--- src/rtl/wr_sram_bind_arbiter.sv ---
`default_nettype none
// ============================================================================
// Module   : wr_sram_bind_arbiter
// Purpose  : Round-robin binder that gives port write paths exclusive use of
//            SRAM banks. At most one new binding is made per cycle. A binding
//            is held until its port releases it. o_sram_busy goes back to the
//            SRAM matchers as their "accessible" qualifier.
// Ports    : clk, rst        clock; asynchronous active-high reset
//            i_bind_req      per-port request level
//            i_bind_sram     per-port requested bank, slice [p*W +: W]
//            i_release       per-port pulse that frees the bound bank
//            o_bind_grant    registered one-hot (or zero) grant pulse
//            o_port_bound    port currently holds a bank
//            o_port_sram     bank held by each port (0 when unbound)
//            o_sram_busy     bank currently bound to some port
//            o_conflict_cnt  saturating count of lost-arbitration cycles
// Config   : `define ARB_STATS_EN to build the conflict counter; otherwise
//            o_conflict_cnt is tied to zero.
// Revision : 1.0 - initial release
// ============================================================================
module wr_sram_bind_arbiter #(
    parameter int PORT_NUM   = 16,
    parameter int SRAM_NUM   = 32,
    parameter int SRAM_IDX_W = 5
) (
    input  logic                           clk,
    input  logic                           rst,
    input  logic [PORT_NUM-1:0]            i_bind_req,
    input  logic [PORT_NUM*SRAM_IDX_W-1:0] i_bind_sram,
    input  logic [PORT_NUM-1:0]            i_release,
    output logic [PORT_NUM-1:0]            o_bind_grant,
    output logic [PORT_NUM-1:0]            o_port_bound,
    output logic [PORT_NUM*SRAM_IDX_W-1:0] o_port_sram,
    output logic [SRAM_NUM-1:0]            o_sram_busy,
    output logic [15:0]                    o_conflict_cnt
);

    localparam int c_PTR_W    = (PORT_NUM > 1) ? $clog2(PORT_NUM) : 1;
    // Bank masks are built over the full index space so that any index value
    // selects a real bit; only the low SRAM_NUM bits are ever stored.
    localparam int c_IDX_SPAN = 1 << SRAM_IDX_W;

    logic [PORT_NUM-1:0]   r_grant;
    logic [PORT_NUM-1:0]   r_bound;
    logic [SRAM_IDX_W-1:0] r_sram [PORT_NUM];
    logic [SRAM_NUM-1:0]   r_busy;
    logic [c_PTR_W-1:0]    r_rr_ptr;

    logic [SRAM_IDX_W-1:0] w_req_idx [PORT_NUM];
    logic [c_IDX_SPAN-1:0] w_busy_ext;
    logic [PORT_NUM-1:0]   w_pend;
    logic [PORT_NUM-1:0]   w_elig;
    logic [PORT_NUM-1:0]   w_rel;
    logic [2*PORT_NUM-1:0] w_dbl;
    logic                  w_win_vld;
    logic [c_PTR_W-1:0]    w_win_idx;
    logic [c_PTR_W:0]      w_sum;
    logic [c_PTR_W-1:0]    w_next_ptr;
    logic [PORT_NUM-1:0]   w_win_oh;
    logic [c_IDX_SPAN-1:0] w_set_ext;
    logic [c_IDX_SPAN-1:0] w_clr_ext;

    always_comb begin
        w_busy_ext                 = '0;
        w_busy_ext[SRAM_NUM-1:0]   = r_busy;
    end

    // Pending = wants a bank it could legally hold; eligible additionally
    // needs that bank free. Everything is taken from registered state.
    generate
        for (genvar p = 0; p < PORT_NUM; p++) begin : g_port
            logic w_in_range;
            assign w_req_idx[p] = i_bind_sram[p*SRAM_IDX_W +: SRAM_IDX_W];
            assign w_in_range   = ({1'b0, w_req_idx[p]} < (SRAM_IDX_W+1)'(SRAM_NUM));
            assign w_pend[p]    = i_bind_req[p] & ~r_bound[p] & w_in_range;
            assign w_elig[p]    = w_pend[p] & ~w_busy_ext[w_req_idx[p]];
            assign o_port_sram[p*SRAM_IDX_W +: SRAM_IDX_W] = r_sram[p];
        end
    endgenerate

    assign w_rel = i_release & r_bound;

    // Rotate the eligible vector so bit 0 is the port at r_rr_ptr; the first
    // set bit is then the scan winner at offset i from the pointer.
    assign w_dbl = {w_elig, w_elig} >> r_rr_ptr;

    always_comb begin
        w_win_vld = 1'b0;
        w_sum     = '0;
        for (int i = 0; i < PORT_NUM; i++) begin
            if (!w_win_vld && w_dbl[i]) begin
                w_win_vld = 1'b1;
                w_sum     = {1'b0, r_rr_ptr} + (c_PTR_W+1)'(i);
            end
        end
        if (w_sum >= (c_PTR_W+1)'(PORT_NUM)) begin
            w_sum = w_sum - (c_PTR_W+1)'(PORT_NUM);
        end
        w_win_idx = w_sum[c_PTR_W-1:0];
    end

    assign w_next_ptr = (w_win_idx == c_PTR_W'(PORT_NUM-1)) ? '0 : w_win_idx + 1'b1;
    assign w_win_oh   = w_win_vld ? (PORT_NUM'(1) << w_win_idx) : '0;

    // A winner's bank is free and a releasing port's bank is busy, so the
    // set and clear masks never touch the same bank in one cycle.
    always_comb begin
        w_set_ext = '0;
        w_clr_ext = '0;
        if (w_win_vld) begin
            w_set_ext[w_req_idx[w_win_idx]] = 1'b1;
        end
        for (int p = 0; p < PORT_NUM; p++) begin
            if (w_rel[p]) begin
                w_clr_ext[r_sram[p]] = 1'b1;
            end
        end
    end

    always_ff @(posedge clk or posedge rst) begin
        if (rst) begin
            r_grant  <= '0;
            r_bound  <= '0;
            r_busy   <= '0;
            r_rr_ptr <= '0;
            for (int p = 0; p < PORT_NUM; p++) begin
                r_sram[p] <= '0;
            end
        end else begin
            r_grant <= w_win_oh;
            r_bound <= (r_bound & ~w_rel) | w_win_oh;
            r_busy  <= (r_busy & ~w_clr_ext[SRAM_NUM-1:0]) | w_set_ext[SRAM_NUM-1:0];
            for (int p = 0; p < PORT_NUM; p++) begin
                if (w_rel[p]) begin
                    r_sram[p] <= '0;
                end else if (w_win_oh[p]) begin
                    r_sram[p] <= w_req_idx[p];
                end
            end
            if (w_win_vld) begin
                r_rr_ptr <= w_next_ptr;
            end
        end
    end

`ifdef ARB_STATS_EN
    logic        w_conflict;
    logic [15:0] r_conflict_cnt;

    // Some in-range, unbound requester did not win this cycle.
    assign w_conflict = |(w_pend & ~w_win_oh);

    always_ff @(posedge clk or posedge rst) begin
        if (rst) begin
            r_conflict_cnt <= '0;
        end else if (w_conflict && (r_conflict_cnt != 16'hFFFF)) begin
            r_conflict_cnt <= r_conflict_cnt + 16'd1;
        end
    end

    assign o_conflict_cnt = r_conflict_cnt;
`else
    assign o_conflict_cnt = 16'h0;
`endif

    assign o_bind_grant = r_grant;
    assign o_port_bound = r_bound;
    assign o_sram_busy  = r_busy;

endmodule
`default_nettype wire

--- config.mk ---
export PLATFORM = sky130hd
export DESIGN_NAME = wr_sram_bind_arbiter
export DESIGN_NICKNAME = d
export VERILOG_FILES = /design/src/rtl/wr_sram_bind_arbiter.sv
export SDC_FILE = /design/constraint.sdc
export NUM_CORES = 1
export LEC_CHECK = 0
export ABC_AREA = 1
export CAP_MARGIN = 20
export CELL_PAD_IN_SITES_DETAIL_PLACEMENT = 1
export CELL_PAD_IN_SITES_GLOBAL_PLACEMENT = 1
export CORE_MARGIN = 3
export CORE_UTILIZATION = 35
export CTS_CLUSTER_DIAMETER = 30
export DETAILED_ROUTE_END_ITERATION = 16
export GPL_TIMING_DRIVEN = 1
export PLACE_DENSITY_LB_ADDON = 0.1
export SETUP_SLACK_MARGIN = 0.2
export SLEW_MARGIN = 10
export SYNTH_ARGS = -nofsm -noshare
export SYNTH_HDL_FRONTEND = slang
export SYNTH_SLANG_ARGS = --single-unit
--- constraint.sdc ---
create_clock -name clk -period 4.6 [get_ports clk]
set_input_delay 0.69 -clock clk [delete_from_list [all_inputs] [get_ports clk]]
set_output_delay 0.69 -clock clk [all_outputs]
set_load 0.05 [all_outputs]
==> impl_metrics.yaml <==
synthesis:
  yosysTopAreaCellShare_pct: 19.76
  synth-xor-area-share_pct: 0.4206
  synth_top_family_by_area: "simple AND/OR/NAND/NOR gates"
  ys_types: 45
  synth_fa_ha_area_share_pct: 0.8679
  yosysSeqAreaShare_pct: 19.76
  synthSimpleGateAreaFrac_pct: 40.75
  ys_warn_count: 0
  synthMuxAreaShare_pct: 0
  ys_ff_latch: 148
  synth.area.top_cells: "dfrtp_1 (20%), nand3_1 (18%), nand2_1 (15%)"
  synth_area_sq_um: 18740
  yosysTopAreaCell: "dfrtp_1"
  postSynthCellCount: 3126
  synth_compound_area_share_pct: 25.78
  syn_avg_cell_area_sq_um: 5.995
die:
  die_w_microns: 237.4
  initial_core_util_pct: 35.52
  fp.coreArea_sq_um: 52760
  row_count: 84
  dieArea_sq_um: 56360
  die_h_microns: 237.4
  ioPinCount: 274
route:
  routed_wl_microns: 134900
  dr_total_vias: 29330
  drt_iter0_drc: 3502
  first_pass_iters: 6
  route.detailed.wl_per_inst_microns: 30.22
  ant_nets: 0
  drc: 0
  vias_per_cell: 6.570
setup_path:
  end_kind: "flip-flop"
  crit_top_cell: "nand3_2"
  rrSetupSlack_ns: -0.62
  start_kind: "flip-flop"
  r2r_start: "o_sram_busy[8]"
  worst_r2r_path_depth: 32
  cp_slowest_cell: "dfrtp_2"
  cp_max_fo: 8
  critPathArrivalTime_ns: 5.60
  cp_slowest_stage_delay_ns: 0.48
  endpoint: "o_port_sram[3]"
  crit_start: "o_sram_busy[8]"
  cp_data_required_time_ns: 4.98
  timing.rr.end: "o_port_sram[3]"
  crit_type: "reg2reg"
timing:
  worst_pin_slew_ns: 1.199
  fmax_mhz: 191.7
  setup_ws_ns: -0.6159
  setup_viol: 147
  hold_viol: 0
  post-route-min-period_ns: 5.216
  max_slew_margin_pct: 19.96
  rsz0062_at_grt: "yes"
  final_max_slew_viol_count: 0
  finalCritPeriodShare_pct: 113.4
  finClkSkew_ns: 0.01548
global_route:
  grt_max_degree: 70
  grt_util_met1_pct: 52.14
  grt_pass1_vias: 28520
  grt.met3_usage_pct: 9.340
  grt_pass1_wl_microns: 185500
  busiest_layer: "met2"
  grtUsageTotal_pct: 43.66
  grt_use_met2_pct: 68.17
  grt-ovfl-total: 0
  antenna_found_initial: 4
layout:
  drive_gt1_share_pct: 27.71
  area_growth_pct: 56.82
  register_area_sq_um: 3714
  multi_input_area_sq_um: 15140
  fin_nets: 3889
  final_common_cell: "nand2_1"
  final_core_util_pct: 55.71
  final_cell_mix: "nand2_1 (625), nand3_1 (524), buf_4 (406), inv_1 (255), clkdlybuf4s50_1 (224)"
  fillers: 6766
clock_network:
  cts_num_sinks: 148
  root_buffer: "clkbuf_16"
  htreeDepth: 4
  clk_pin_slew_ns: 0.07
  cts_tree: "built"
  cts_made_buffers: 17
  clockBufferDepth: 2
  clock_latency_ns: 0.51
status:
  outcome: "finished, violations left"
  violations: "negative setup slack"
placement:
  numPortBuffers: 257
  post-place-ws_ns: -1.194
  dp_hpwl_microns: 94990
  place_congestion: 1.037
job:
  maxCapViolCount: 0
worst_hold_path:
  hold_path.class: "reg2reg"
-- metal layers --
| metal | wire length [microns] | share of wire, % | vias up |
|---|---|---|---|
| met2 | 59000 | 44 | 2042 |
| met3 | 13590 | 10 | 782 |
| met4 | 13870 | 10 | 2 |
| met5 | 5 | 0.0037 | - |
| met1 | 48450 | 36 | 14130 |
| li1 | - | - | 12380 |
-- cell usage after synthesis (all sizes together) --
master,number
nor2,164
inv,322
nor4,3
a22o,5
o311ai,32
o21ai,88
o31ai,199
buf,134
nand2,734
dfrtp,148
clkinv,14
a21oi,78
conb,1
xor2,7
ha,13
o22ai,71
clkbuf,59
nand4,10
xnor2,2
o211ai,80
nor3,77
o32ai,1
a31oi,168
o21a,3
nand3,707
nand3b,1
a41oi,5
-- critical path, delay by kind of cell (launching register included) --
kind                     cells  cell delay [ns]
AND/OR/NAND/NOR             21             2.95
AO/OA/AOI/OAI                3             0.47
buffers and inverters        7             0.97
flip-flops                   1             0.48
adder cells (fa/ha/maj)      1             0.20
-- state kept, by name, indices dropped and copies added, names as in the netlist --
register	cells
o_port_sram	80
o_bind_grant	16
r_rr_ptr	4
o_sram_busy	32
o_port_bound	16
-- logic make-up (layout without fill, tap and decap cells) --
group	after synthesis	after routing
adder cells (fa/ha/maj)	13	13
flip-flops	148	148
other	1	18
XOR/XNOR	9	9
AND/OR/NAND/NOR	1696	1696
AO/OA/AOI/OAI	730	730
buffers and inverters	529	1163
-- metrics by stage --
step           setup TNS [ns]  area [sq um]  instances  hold WS, ns
2_1_floorplan               0         18800       3141       0.7797
3_3_place_gp          -103.49         25050       4333       0.5597
3_5_place_dp          -130.50         25050       4333       0.5742
4_1_cts                     0         27730       4428       0.5853
5_1_grt                -74.05         29390       4463       0.6213
6_report               -54.60         29390       4465       0.5853
-- worst min-delay path by stage --
| stage | from | endpoint | slack, ns | depth (start not counted) |
|---|---|---|---|---|
| 6_report | o_port_bound[4] | o_port_bound[4] | 0.59 | 2 |
| 5_1_grt | o_port_bound[3] | o_port_bound[3] | 0.62 | 2 |
| 4_1_cts | o_port_bound[4] | o_port_bound[4] | 0.59 | 2 |
| 3_5_place_dp | o_port_bound[4] | o_port_bound[4] | 0.57 | 2 |
| 3_3_place_gp | o_port_bound[14] | o_port_bound[14] | 0.56 | 2 |
| 2_1_floorplan | o_port_bound[0] | o_port_bound[0] | 0.78 | 2 |
-- final cells by class --
cell class,count,area share (%)
multi-input combinational,2464,51.51
timing repair buffer,795,26.17
sequential,148,12.64
inverter,336,4.683
tap,688,2.929
clock buffer,18,1.494
clock inverter,14,0.5577
antenna,2,0.01703
-- repair_timing --
action	in CTS	in global routing
buffers inserted	55	31
hold buffers	0	0
gates resized for setup	437	289
gates cloned	8	2
pin swaps	94	151
setup endpoints to repair	147	148
Power is left out: the tool's default activity adds up to more than one toggle a clock period on the data nets, which glitch-free logic cannot reach.
